===== config.mk =====
export PLATFORM = sky130hd
export DESIGN_NAME = amba_ahb_master_flat
export DESIGN_NICKNAME = d
export VERILOG_FILES = /design/src/rtl/amba_ahb_master_pkg.sv /design/src/rtl/amba_ahb_master_if.sv /design/src/rtl/amba_ahb_master_burst_addr_gen.sv /design/src/rtl/amba_ahb_master.sv /design/src/flat_wrapper.sv
export SDC_FILE = /design/constraint.sdc
export NUM_CORES = 1
export LEC_CHECK = 0
export ABC_CLOCK_PERIOD_IN_PS = 4600
export CORE_MARGIN = 3
export CORE_UTILIZATION = 45
export CTS_CLUSTER_DIAMETER = 100
export DETAILED_ROUTE_END_ITERATION = 7
export HOLD_SLACK_MARGIN = 0.02
export PLACE_DENSITY = 0.78
export SYNTH_ARGS = -nofsm -noshare
export SYNTH_HDL_FRONTEND = slang
export SYNTH_SLANG_ARGS = --single-unit

===== constraint.sdc =====
create_clock -name hclk -period 4.6 [get_ports hclk]
set_input_delay 0.92 -clock hclk [delete_from_list [all_inputs] [get_ports hclk]]
set_output_delay 0.92 -clock hclk [all_outputs]
set_load 0.005 [all_outputs]

===== src/rtl/amba_ahb_master_pkg.sv =====
// Shared AHB-Lite encodings, the FSM state type and burst constants for the initiator.
// Latency: none (types and constants only).
// Backpressure: not applicable.
package amba_ahb_master_pkg;

    typedef enum logic [1:0] {
        HTRANS_IDLE   = 2'b00,
        HTRANS_BUSY   = 2'b01,
        HTRANS_NONSEQ = 2'b10,
        HTRANS_SEQ    = 2'b11
    } htrans_t;

    typedef enum logic [2:0] {
        HBURST_SINGLE = 3'b000,
        HBURST_INCR4  = 3'b011
    } hburst_t;

    localparam logic [2:0] HSIZE_BYTE = 3'd0;
    localparam logic [2:0] HSIZE_HALF = 3'd1;
    localparam logic [2:0] HSIZE_WORD = 3'd2;

    localparam logic HRESP_OKAY  = 1'b0;
    localparam logic HRESP_ERROR = 1'b1;

    // Bursts may not cross a 1KB address boundary.
    localparam int unsigned KB_SHIFT    = 10;
    localparam int unsigned KB_BOUNDARY = 1 << KB_SHIFT;

    localparam int unsigned INCR4_BEATS = 4;

    typedef enum logic [2:0] {
        S_IDLE,
        S_ADDR,
        S_LAST,
        S_DONE,
        S_ERR
    } state_t;

endpackage


===== src/rtl/amba_ahb_master_if.sv =====
// Command, write/read data and AHB-Lite bus signals between the initiator and its environment.
// Latency: none (wiring only).
// Backpressure: cmd_valid/cmd_ready on commands; hready stalls the bus.
interface amba_ahb_master_if #(
    parameter int AW = 32,
    parameter int DW = 32
);
    import amba_ahb_master_pkg::*;

    logic          cmd_valid;
    logic          cmd_ready;
    logic          cmd_write;
    logic [AW-1:0] cmd_addr;
    logic [2:0]    cmd_size;
    logic          cmd_incr4;
    logic [DW-1:0] wr_data;
    logic          wr_pop;
    logic          rd_valid;
    logic [DW-1:0] rd_data;
    logic          done;
    logic          done_err;

    logic          hsel;
    logic [AW-1:0] haddr;
    htrans_t       htrans;
    logic          hwrite;
    logic [2:0]    hsize;
    hburst_t       hburst;
    logic [3:0]    hprot;
    logic [DW-1:0] hwdata;
    logic [DW-1:0] hrdata;
    logic          hready;
    logic          hresp;

    modport master (
        input  cmd_valid, cmd_write, cmd_addr, cmd_size, cmd_incr4, wr_data,
        input  hrdata, hready, hresp,
        output cmd_ready, wr_pop, rd_valid, rd_data, done, done_err,
        output hsel, haddr, htrans, hwrite, hsize, hburst, hprot, hwdata
    );

    modport slave (
        output cmd_valid, cmd_write, cmd_addr, cmd_size, cmd_incr4, wr_data,
        output hrdata, hready, hresp,
        input  cmd_ready, wr_pop, rd_valid, rd_data, done, done_err,
        input  hsel, haddr, htrans, hwrite, hsize, hburst, hprot, hwdata
    );

endinterface


===== src/rtl/amba_ahb_master_burst_addr_gen.sv =====
// Beat counter, beat address incrementer and command legality check (alignment, size, 1KB).
// Latency: command captured on load_i, legality and first address valid the next cycle.
// Backpressure: advances only on adv_i, which the FSM raises when an address phase completes.
module ahb_burst_addr_gen
    import amba_ahb_master_pkg::*;
#(
    parameter int AW = 32,
    parameter int DW = 32
) (
    input  logic          hclk,
    input  logic          hreset,
    input  logic          load_i,
    input  logic          adv_i,
    input  logic [AW-1:0] cmd_addr_i,
    input  logic [2:0]    cmd_size_i,
    input  logic          cmd_incr4_i,
    output logic [AW-1:0] addr_o,
    output logic [2:0]    size_o,
    output logic          incr4_o,
    output logic [1:0]    beat_o,
    output logic          last_o,
    output logic          legal_o
);

    localparam int MAX_SIZE = $clog2(DW / 8);

    logic [AW-1:0] addr_q, addr_d;
    logic [2:0]    size_q, size_d;
    logic          incr4_q, incr4_d;
    logic [1:0]    beat_q, beat_d;
    logic          legal_q, legal_d;

    logic [AW-1:0] cmd_step;
    logic [AW-1:0] cmd_end;
    logic          cmd_aligned;
    logic          cmd_size_ok;
    logic          cmd_cross;
    logic [AW-1:0] step_q;

    // Legality of the incoming command, judged on the raw command fields at accept time.
    always_comb begin
        cmd_step    = AW'(1) << cmd_size_i;
        cmd_end     = cmd_addr_i + (cmd_step << 1) + cmd_step;
        cmd_aligned = (cmd_addr_i & (cmd_step - AW'(1))) == '0;
        cmd_size_ok = int'(cmd_size_i) <= MAX_SIZE;
        cmd_cross   = cmd_incr4_i && ((cmd_addr_i >> KB_SHIFT) != (cmd_end >> KB_SHIFT));
        legal_d     = cmd_aligned && cmd_size_ok && !cmd_cross;
    end

    assign step_q = AW'(1) << size_q;

    // Capture a new command on load, otherwise step to the next beat on each completed address phase.
    always_comb begin
        addr_d  = addr_q;
        size_d  = size_q;
        incr4_d = incr4_q;
        beat_d  = beat_q;
        if (load_i) begin
            addr_d  = cmd_addr_i;
            size_d  = cmd_size_i;
            incr4_d = cmd_incr4_i;
            beat_d  = 2'd0;
        end else if (adv_i) begin
            addr_d  = addr_q + step_q;
            beat_d  = beat_q + 2'd1;
        end
    end

    // Beat state registers; reset returns haddr to zero.
    always_ff @(posedge hclk) begin
        if (hreset) begin
            addr_q  <= '0;
            size_q  <= 3'd0;
            incr4_q <= 1'b0;
            beat_q  <= 2'd0;
            legal_q <= 1'b0;
        end else begin
            addr_q  <= addr_d;
            size_q  <= size_d;
            incr4_q <= incr4_d;
            beat_q  <= beat_d;
            if (load_i) begin
                legal_q <= legal_d;
            end
        end
    end

    assign addr_o  = addr_q;
    assign size_o  = size_q;
    assign incr4_o = incr4_q;
    assign beat_o  = beat_q;
    assign last_o  = incr4_q ? (beat_q == 2'(INCR4_BEATS - 1)) : 1'b1;
    assign legal_o = legal_q;

endmodule


===== src/rtl/amba_ahb_master.sv =====
// AHB-Lite initiator: SINGLE/INCR4 read/write commands become pipelined address/data phases.
// Latency: SINGLE done 3 cycles after accept, INCR4 done 6, plus one per wait state.
// Backpressure: one command in flight (cmd_ready only in IDLE); hready low freezes address and data.
module amba_ahb_master
    import amba_ahb_master_pkg::*;
#(
    parameter int         AW      = 32,
    parameter int         DW      = 32,
    parameter logic [3:0] HPROT_V = 4'b0011
) (
    input  logic               hclk,
    input  logic               hreset,
    amba_ahb_master_if.master  bus
);

    state_t        state_q, state_d;
    logic          err_q, err_d;
    logic          dph_q, dph_d;
    logic          write_q;
    logic          rd_valid_q;
    logic [DW-1:0] rd_data_q;
    logic [DW-1:0] hwdata_q;

    logic          load;
    logic          adv;
    logic          rd_fire;
    logic          cmd_ready;
    logic          wr_pop;
    logic          done;
    logic          done_err;
    logic          hsel;
    htrans_t       htrans;

    logic [AW-1:0] addr;
    logic [2:0]    size;
    logic          incr4;
    logic [1:0]    beat;
    logic          last;
    logic          legal;

    ahb_burst_addr_gen #(
        .AW (AW),
        .DW (DW)
    ) u_addr_gen (
        .hclk        (hclk),
        .hreset      (hreset),
        .load_i      (load),
        .adv_i       (adv),
        .cmd_addr_i  (bus.cmd_addr),
        .cmd_size_i  (bus.cmd_size),
        .cmd_incr4_i (bus.cmd_incr4),
        .addr_o      (addr),
        .size_o      (size),
        .incr4_o     (incr4),
        .beat_o      (beat),
        .last_o      (last),
        .legal_o     (legal)
    );

    // Next-state and per-cycle bus/handshake outputs of the transfer FSM.
    always_comb begin
        state_d   = state_q;
        err_d     = err_q;
        load      = 1'b0;
        adv       = 1'b0;
        cmd_ready = 1'b0;
        wr_pop    = 1'b0;
        done      = 1'b0;
        done_err  = 1'b0;
        hsel      = 1'b0;
        htrans    = HTRANS_IDLE;
        unique case (state_q)
            S_IDLE: begin
                cmd_ready = !hreset;
                if (bus.cmd_valid && !hreset) begin
                    load    = 1'b1;
                    err_d   = 1'b0;
                    state_d = S_ADDR;
                end
            end
            S_ADDR: begin
                if (!legal) begin
                    // Rejected before any address phase reaches the bus.
                    done     = 1'b1;
                    done_err = 1'b1;
                    state_d  = S_IDLE;
                end else begin
                    hsel   = 1'b1;
                    htrans = (beat == 2'd0) ? HTRANS_NONSEQ : HTRANS_SEQ;
                    if (dph_q && !bus.hready && (bus.hresp == HRESP_ERROR)) begin
                        state_d = S_ERR;
                    end else if (bus.hready) begin
                        adv    = 1'b1;
                        wr_pop = write_q;
                        if (last) begin
                            state_d = S_LAST;
                        end
                    end
                end
            end
            S_LAST: begin
                hsel = 1'b1;
                if (!bus.hready && (bus.hresp == HRESP_ERROR)) begin
                    state_d = S_ERR;
                end else if (bus.hready) begin
                    state_d = S_DONE;
                end
            end
            S_ERR: begin
                // Second ERROR cycle: remaining beats are dropped, htrans already IDLE.
                hsel = 1'b1;
                if (bus.hready) begin
                    err_d   = 1'b1;
                    state_d = S_DONE;
                end
            end
            S_DONE: begin
                done     = 1'b1;
                done_err = err_q;
                state_d  = S_IDLE;
            end
            default: begin
                state_d = S_IDLE;
            end
        endcase
    end

    // A data phase is outstanding from a completed address phase until hready ends it.
    assign dph_d   = adv ? 1'b1 : (bus.hready ? 1'b0 : dph_q);
    assign rd_fire = dph_q && bus.hready && (bus.hresp == HRESP_OKAY) && !write_q;

    // State, data-phase tracking, registered read return and held write data.
    always_ff @(posedge hclk) begin
        if (hreset) begin
            state_q    <= S_IDLE;
            err_q      <= 1'b0;
            dph_q      <= 1'b0;
            write_q    <= 1'b0;
            rd_valid_q <= 1'b0;
            rd_data_q  <= '0;
            hwdata_q   <= '0;
        end else begin
            state_q    <= state_d;
            err_q      <= err_d;
            dph_q      <= dph_d;
            rd_valid_q <= rd_fire;
            if (load) begin
                write_q <= bus.cmd_write;
            end
            if (rd_fire) begin
                rd_data_q <= bus.hrdata;
            end
            if (wr_pop) begin
                hwdata_q <= bus.wr_data;
            end
        end
    end

    assign bus.cmd_ready = cmd_ready;
    assign bus.wr_pop    = wr_pop;
    assign bus.rd_valid  = rd_valid_q;
    assign bus.rd_data   = rd_data_q;
    assign bus.done      = done;
    assign bus.done_err  = done_err;
    assign bus.hsel      = hsel;
    assign bus.haddr     = addr;
    assign bus.htrans    = htrans;
    assign bus.hwrite    = hsel && write_q;
    assign bus.hsize     = hsel ? size : 3'd0;
    assign bus.hburst    = (hsel && incr4) ? HBURST_INCR4 : HBURST_SINGLE;
    assign bus.hprot     = hsel ? HPROT_V : 4'd0;
    assign bus.hwdata    = hwdata_q;

endmodule


===== src/flat_wrapper.sv =====
// flat-port wrapper written by rule: the top's interface ports become plain ports
module amba_ahb_master_flat import amba_ahb_master_pkg::*;
#(
    parameter int         AW      = 32,
    parameter int         DW      = 32,
    parameter logic [3:0] HPROT_V = 4'b0011
)
  (hclk, hreset, bus_cmd_valid, bus_cmd_write, bus_cmd_addr, bus_cmd_size, bus_cmd_incr4, bus_wr_data, bus_hrdata, bus_hready, bus_hresp, bus_cmd_ready, bus_wr_pop, bus_rd_valid, bus_rd_data, bus_done, bus_done_err, bus_hsel, bus_haddr, bus_htrans, bus_hwrite, bus_hsize, bus_hburst, bus_hprot, bus_hwdata);
  amba_ahb_master_if #(.AW(AW), .DW(DW)) bus_i ();
  input  logic hclk;
  input  logic hreset;
  input wire logic [$bits(bus_i.cmd_valid)-1:0] bus_cmd_valid;
  input wire logic [$bits(bus_i.cmd_write)-1:0] bus_cmd_write;
  input wire logic [$bits(bus_i.cmd_addr)-1:0] bus_cmd_addr;
  input wire logic [$bits(bus_i.cmd_size)-1:0] bus_cmd_size;
  input wire logic [$bits(bus_i.cmd_incr4)-1:0] bus_cmd_incr4;
  input wire logic [$bits(bus_i.wr_data)-1:0] bus_wr_data;
  input wire logic [$bits(bus_i.hrdata)-1:0] bus_hrdata;
  input wire logic [$bits(bus_i.hready)-1:0] bus_hready;
  input wire logic [$bits(bus_i.hresp)-1:0] bus_hresp;
  output wire logic [$bits(bus_i.cmd_ready)-1:0] bus_cmd_ready;
  output wire logic [$bits(bus_i.wr_pop)-1:0] bus_wr_pop;
  output wire logic [$bits(bus_i.rd_valid)-1:0] bus_rd_valid;
  output wire logic [$bits(bus_i.rd_data)-1:0] bus_rd_data;
  output wire logic [$bits(bus_i.done)-1:0] bus_done;
  output wire logic [$bits(bus_i.done_err)-1:0] bus_done_err;
  output wire logic [$bits(bus_i.hsel)-1:0] bus_hsel;
  output wire logic [$bits(bus_i.haddr)-1:0] bus_haddr;
  output wire logic [$bits(bus_i.htrans)-1:0] bus_htrans;
  output wire logic [$bits(bus_i.hwrite)-1:0] bus_hwrite;
  output wire logic [$bits(bus_i.hsize)-1:0] bus_hsize;
  output wire logic [$bits(bus_i.hburst)-1:0] bus_hburst;
  output wire logic [$bits(bus_i.hprot)-1:0] bus_hprot;
  output wire logic [$bits(bus_i.hwdata)-1:0] bus_hwdata;
  assign bus_i.cmd_valid = bus_cmd_valid;
  assign bus_i.cmd_write = bus_cmd_write;
  assign bus_i.cmd_addr = bus_cmd_addr;
  assign bus_i.cmd_size = bus_cmd_size;
  assign bus_i.cmd_incr4 = bus_cmd_incr4;
  assign bus_i.wr_data = bus_wr_data;
  assign bus_i.hrdata = bus_hrdata;
  assign bus_i.hready = bus_hready;
  assign bus_i.hresp = bus_hresp;
  assign bus_cmd_ready = bus_i.cmd_ready;
  assign bus_wr_pop = bus_i.wr_pop;
  assign bus_rd_valid = bus_i.rd_valid;
  assign bus_rd_data = bus_i.rd_data;
  assign bus_done = bus_i.done;
  assign bus_done_err = bus_i.done_err;
  assign bus_hsel = bus_i.hsel;
  assign bus_haddr = bus_i.haddr;
  assign bus_htrans = bus_i.htrans;
  assign bus_hwrite = bus_i.hwrite;
  assign bus_hsize = bus_i.hsize;
  assign bus_hburst = bus_i.hburst;
  assign bus_hprot = bus_i.hprot;
  assign bus_hwdata = bus_i.hwdata;
  amba_ahb_master #(.AW(AW), .DW(DW), .HPROT_V(HPROT_V)) u_core (.hclk(hclk), .hreset(hreset), .bus(bus_i));
endmodule

**Yosys cells after proc, flatten, opt, wreduce, memory -nomap -nowiden**

Index checks and enable logic that the tools add are counted.

- Input port bits: 106
- Output and inout bits: 115
- Register bits after elaboration: 110

- Bitwise logic cells: 2
- $add $sub $neg: 5
- Equality and inequality tests: 10
- Reductions and logical operators: 26
- Shift operators: 2
- Order comparisons: 1
- Muxes and demuxes: 38

Operators by type and width:

| kind | count |
|---|---|
| 32-bit adder | 3 |
| 32-bit two-way mux | 2 |
| 1-bit by 3-bit << shifter with 32-bit output, first input constant | 2 |
| 32-bit AND | 1 |
| 32-bit logical NOT | 1 |
| 32-bit by 1-bit subtractor with 32-bit output, second input constant | 1 |
| 3-bit two-way mux | 8 |
| 22-bit != test | 1 |
| 1-bit two-way mux | 19 |
| 1-bit logical AND | 12 |
| 3-bit case mux with 4 select lines | 1 |
| 2-bit two-way mux | 4 |
| 1-bit case mux with 2 select lines | 4 |
| 3-bit by 2-bit == test with 1-bit output, second input constant | 2 |
| 3-bit AND reduction | 2 |
| 2-bit nonzero test | 3 |
| 1-bit logical NOT | 4 |
| 4-bit by 2-bit != test with 1-bit output, second input constant | 1 |
| 4-bit by 3-bit != test with 1-bit output, second input constant | 1 |
| 2-bit OR reduction | 2 |
| 3-bit by 1-bit == test with 1-bit output, second input constant | 1 |
| 3-bit == test, second input constant | 1 |
| 3-bit by 2-bit less-or-equal comparator with 1-bit output, second input constant | 1 |
| 3-bit logical NOT | 1 |
| 6 further kinds | 6 |

**Logic depth before layout (Yosys ltp)**

- Word-level depth: 8
- Depth in mapped cells: 12

**By module**

From an unflattened synthesis, not the netlist that was laid out.

- Cell total of the unflattened synthesis: 772
- Area total of the unflattened synthesis: 6054.6 um^2

Modules (own cells, without submodules):

| module | area each (um^2) | cells an instance | instances |
|---|---|---|---|
| ahb_burst_addr_gen | 3274.4 | 421 | 1 |
| amba_ahb_master | 2780.2 | 351 | 1 |

**Worst setup path after synthesis**

No wires, ideal clock.

- Path kind: input-to-reg
- From: input bus_cmd_size[0]
- To: register u_core.u_addr_gen.legal_q (netlist: u_core.u_addr_gen.legal_o)
- Arrival time: 2913 ps
- Setup slack: 1613 ps
- Stages: 10
- Data required time: 4526 ps
- Cells stage by stage: clkbuf_1 -> nor3b_1 -> ha_1 -> a21o_1 -> ha_1 -> and4_1 -> a221o_1 -> nand3_1 -> a21boi_0 -> o21ai_0

- Longest elaborated chain between the ends: 7

RTL lines:

| element | RTL line | text |
|---|---|---|
| start: declaration | flat_wrapper.sv:15 | `input wire logic [$bits(bus_i.cmd_size)-1:0] bus_cmd_size;` |
| 1-bit by 3-bit << shifter with 32-bit output | amba_ahb_master_burst_addr_gen.sv:42 | `cmd_step = AW'(1) << cmd_size_i;` |
| 32-bit adder (2 in a row) | amba_ahb_master_burst_addr_gen.sv:43 | `cmd_end = cmd_addr_i + (cmd_step << 1) + cmd_step;` |
| 22-bit != test | amba_ahb_master_burst_addr_gen.sv:46 | `cmd_cross = cmd_incr4_i && ((cmd_addr_i >> KB_SHIFT) != (cmd_end >> KB_SHIFT));` |
| 1-bit logical AND | amba_ahb_master_burst_addr_gen.sv:46 |  |
| 1-bit logical NOT | amba_ahb_master_burst_addr_gen.sv:47 | `legal_d = cmd_aligned && cmd_size_ok && !cmd_cross;` |
| 1-bit logical AND * | amba_ahb_master_burst_addr_gen.sv:47 |  |
| end signal: assignment | amba_ahb_master_burst_addr_gen.sv:83 | `legal_q <= legal_d;` |
| end: declaration | amba_ahb_master_burst_addr_gen.sv:31 | `logic legal_q, legal_d;` |

Mark *: on every way between the ends. The rest lies on a longest branch, timed or not.
A chain may end at the register's enable or synchronous reset.

**Worst setup path after layout**

- From: input bus_hready
- To: output bus_wr_pop

- Longest elaborated chain between the ends: 6

RTL lines:

| element | RTL line | text |
|---|---|---|
| start: declaration | flat_wrapper.sv:19 | `input wire logic [$bits(bus_i.hready)-1:0] bus_hready;` |
| 1-bit logical NOT | amba_ahb_master.sv:90 | `if (dph_q && !bus.hready && (bus.hresp == HRESP_ERROR)) begin` |
| 1-bit logical AND (2 in a row) | amba_ahb_master.sv:90 |  |
| 1-bit two-way mux * | amba_ahb_master.sv:90 |  |
| 1-bit two-way mux * | amba_ahb_master.sv:82 | `if (!legal) begin` |
| 1-bit two-way mux * | amba_ahb_master.sv:72 | `unique case (state_q)` |
| end: declaration | flat_wrapper.sv:22 | `output wire logic [$bits(bus_i.wr_pop)-1:0] bus_wr_pop;` |

Marks and branches as above.

==> metrics.txt <==
RR Startpoint u_core.u_addr_gen.size_o[0]$_SDFFE_PP0P_; routed len/inst around 16 um; post-synth top area share between 30 and 40%; clock share of power between 30% and 40%; worst hold-check path type flip-flop to flip-flop; Post-route DRC 0; Detail Route met2 WL roughly 8700 um; IO Pins 221; Seq pwr share about 49%; routability cong. between 0.9 and 1; worst hold slack about 450 ps; VDD IR max between 150 and 200 uV; combinational power share about an eighth; FFs w/ async S/R, synth 0%; largest net degree at the start of global routing just under 90; Post-DP HPWL approximately 13000 um; status complete, no violations; first-pass GRT wire length approximately 29000 um; Met1 Wirelength about 7600 um; clock sink count 110; DIE HEIGHT 120.7 um; antenna viol nets, final 0; die area roughly 15000 sq um; Post CTS Setup Buffer Count 0; total track usage approximately a quarter; area leader, netlist dfxtp_1; Worst Path Buf+Inv 4; Multi-input gate area 3322 sq um; internal cell power between 1.5 and 2 mW; final core occ 65.84%; register area share after synthesis between 30% and 40%; CP startpoint kind input pin; Worst Skew 7.348 ps; Crit path largest cell delay ~730 ps; Syn Area/Cell between 7 and 8 sq um; Slew HR between 30 and 40%; Initial DRC Count approximately 480; Critical Path, Cell by Cell clkdlybuf4s50_1 -> inv_1 -> nor2_2 -> nand2_1 -> inv_1 -> clkdlybuf4s50_1; Core Area 12720 sq um; Crit-path slowest cell clkdlybuf4s50_1; clk slew on worst S/H paths roughly 80 ps; Post-synth EDFFs 0; setup TNS 0 ps; dominant cell by count in the synthesized netlist nand2_1; Via density approximately 5.5; worst skew pair latency 360 ps; Total Wirelength between 15000 and 20000 um; post-synthesis cell area 5916 sq um; CTS buffer count 9; num rows between 40 and 50; CTS tree built; initial antenna violation count 1; total chip power between 2 and 2.5 mW; met3 WL ~1200 um; Worst Hold Launch u_core.bus.hwdata[31]$_SDFFE_PP0P_; vias in the first global route approximately 5500; top post-synthesis cells by area dfxtp_1 37%, nand2_1 11%, a21oi_1 6.9%; input/output buffers ~220; crit-path max FO 11; synth cell count leaders 178 x nand2_1, 110 x dfxtp_1, 82 x a21oi_1; layout cell share with drive strength beyond 1 5.059%; Power per Cell Area 246.0 nW/um^2; final max-slew violation count 0; overall via count from detail_route about 6000; YS warnings 0; final hold vios 0; clock tree root driver cell clkbuf_16; Yosys reg bits 110; leakage between 2 and 3 nW; Resized cells post-CTS 0; worst slew pin tran roughly 940 ps; required time worst endpoint roughly 3700 ps; final worst path period need around 3700 ps; grt ovf 0; Worst Setup SP bus_hready; starting density of the core a little under half; Max Cap Viol 0; Worst Setup End Kind primary output; Setup Crit Path Kind input pin to primary output; Sw Share 25.55%; clk buf depth 2; Max Fclk between 0.2 and 0.3 GHz; Netlist cell types between 70 and 80; number of fill cells roughly 1100; Nets ~1100; worst path arrival time between 2000 and 3000 ps; Final Cycle Share around 80%; H-Tree Depth 3; final setup violation count 0; Pre-antenna DRT Iters 5; DR top layer met4; Syn Inst Count roughly 750; Psw between 0.5 and 0.6 mW; CTS Hold Bufs 0; Area Overhead vs Synth 41.60%; register cell area after layout between 2000 and 2500 sq um; RSZ-0062 raised after global routing false; Main synth FF type dfxtp_1; Top delay family on crit path buffers and inverters; DIE WIDTH between 100 and 150 um
## power groups by stage
stage	logic (mW)	registers [mW]	clock network (mW)
floorplan	0.125	1.01	0
global placement	0.269	1.02	0
detailed placement	0.271	1.02	0
CTS	0.273	0.999	0.805
global route	0.298	1.00	0.836
finish	0.272	0.999	0.790
## logic make-up after synthesis
| group | share of synthesized area (%) |
|---|---|
| compound gates | 22.61 |
| xor+xnor | 1.777 |
| fa+ha+maj | 5.880 |
| buf+inv | 6.853 |
| flops | 37.23 |
| mux | 0.1903 |
| other cells | 0.06339 |
| simple gates | 25.40 |
## final cells by class
cell class	count	share of cell area, %
Timing Repair Buffer	225	26.77
Antenna cell	1	0.02987
Clock inverter	5	0.5527
Inverter	25	1.120
Tap cell	172	2.569
Sequential cell	110	26.29
Multi-Input combinational cell	553	39.66
Clock buffer	11	3.017
## layer usage
metal,track usage (%),vias to the layer above
met5,0,-
met4,9.561,0
met3,4.163,25
met2,39.85,242
met1,30.92,2789
li1,-,3001
## worst min-delay path, cell delays in order, from the launching register on
cell and delay (ps):
dfxtp_1 310, nand2_1 50, a21oi_1 50
## path summary, 6_finish.rpt
path | endpoint | slack, ps | cells past startpoint
hold / removal | u_core.bus.hwdata[31]$_SDFFE_PP0P_ | 450 | 2
setup / recovery | bus_wr_pop | 940 | 6
hold reg to reg | u_core.bus.hwdata[31]$_SDFFE_PP0P_ | 450 | 2
setup reg to reg | u_core.u_addr_gen.addr_o[25]$_SDFFE_PP0P_ | 1500 | 8
## cells in the final DEF (no fill, tap or decap), types with 10 or more instances in the layout
cell,n
o21ai_0,13
dfxtp_1,110
nand2_1,178
o211ai_1,13
nand3_1,25
ha_1,23
nor3_1,15
nor2_1,24
a22oi_1,13
inv_1,24
a21oi_1,82
clkdlybuf4s50_1,216
a31oi_1,10
## sequential cells by signal (all words and copies together), names as in the netlist, 2 cells and up
signal	count
u_core.bus.rd_data	32
u_core.u_addr_gen.size_o	3
u_core.u_addr_gen.addr_o	32
u_core.u_addr_gen.beat_o	2
u_core.bus.hwdata	32
u_core.state_q	3
## metrics by stage
| stage | setup slack, ps | area [sq um] | std cells |
|---|---|---|---|
| floorplan | 1613 | 5923 | 747 |
| global placement | 990.6 | 8075 | 1085 |
| CTS | 954.6 | 8374 | 1101 |
| finish | 938.1 | 8377 | 1102 |
| global route | 809.6 | 8377 | 1102 |
| detailed placement | 945.4 | 8075 | 1085 |
Power figures use the tool's default switching activity.
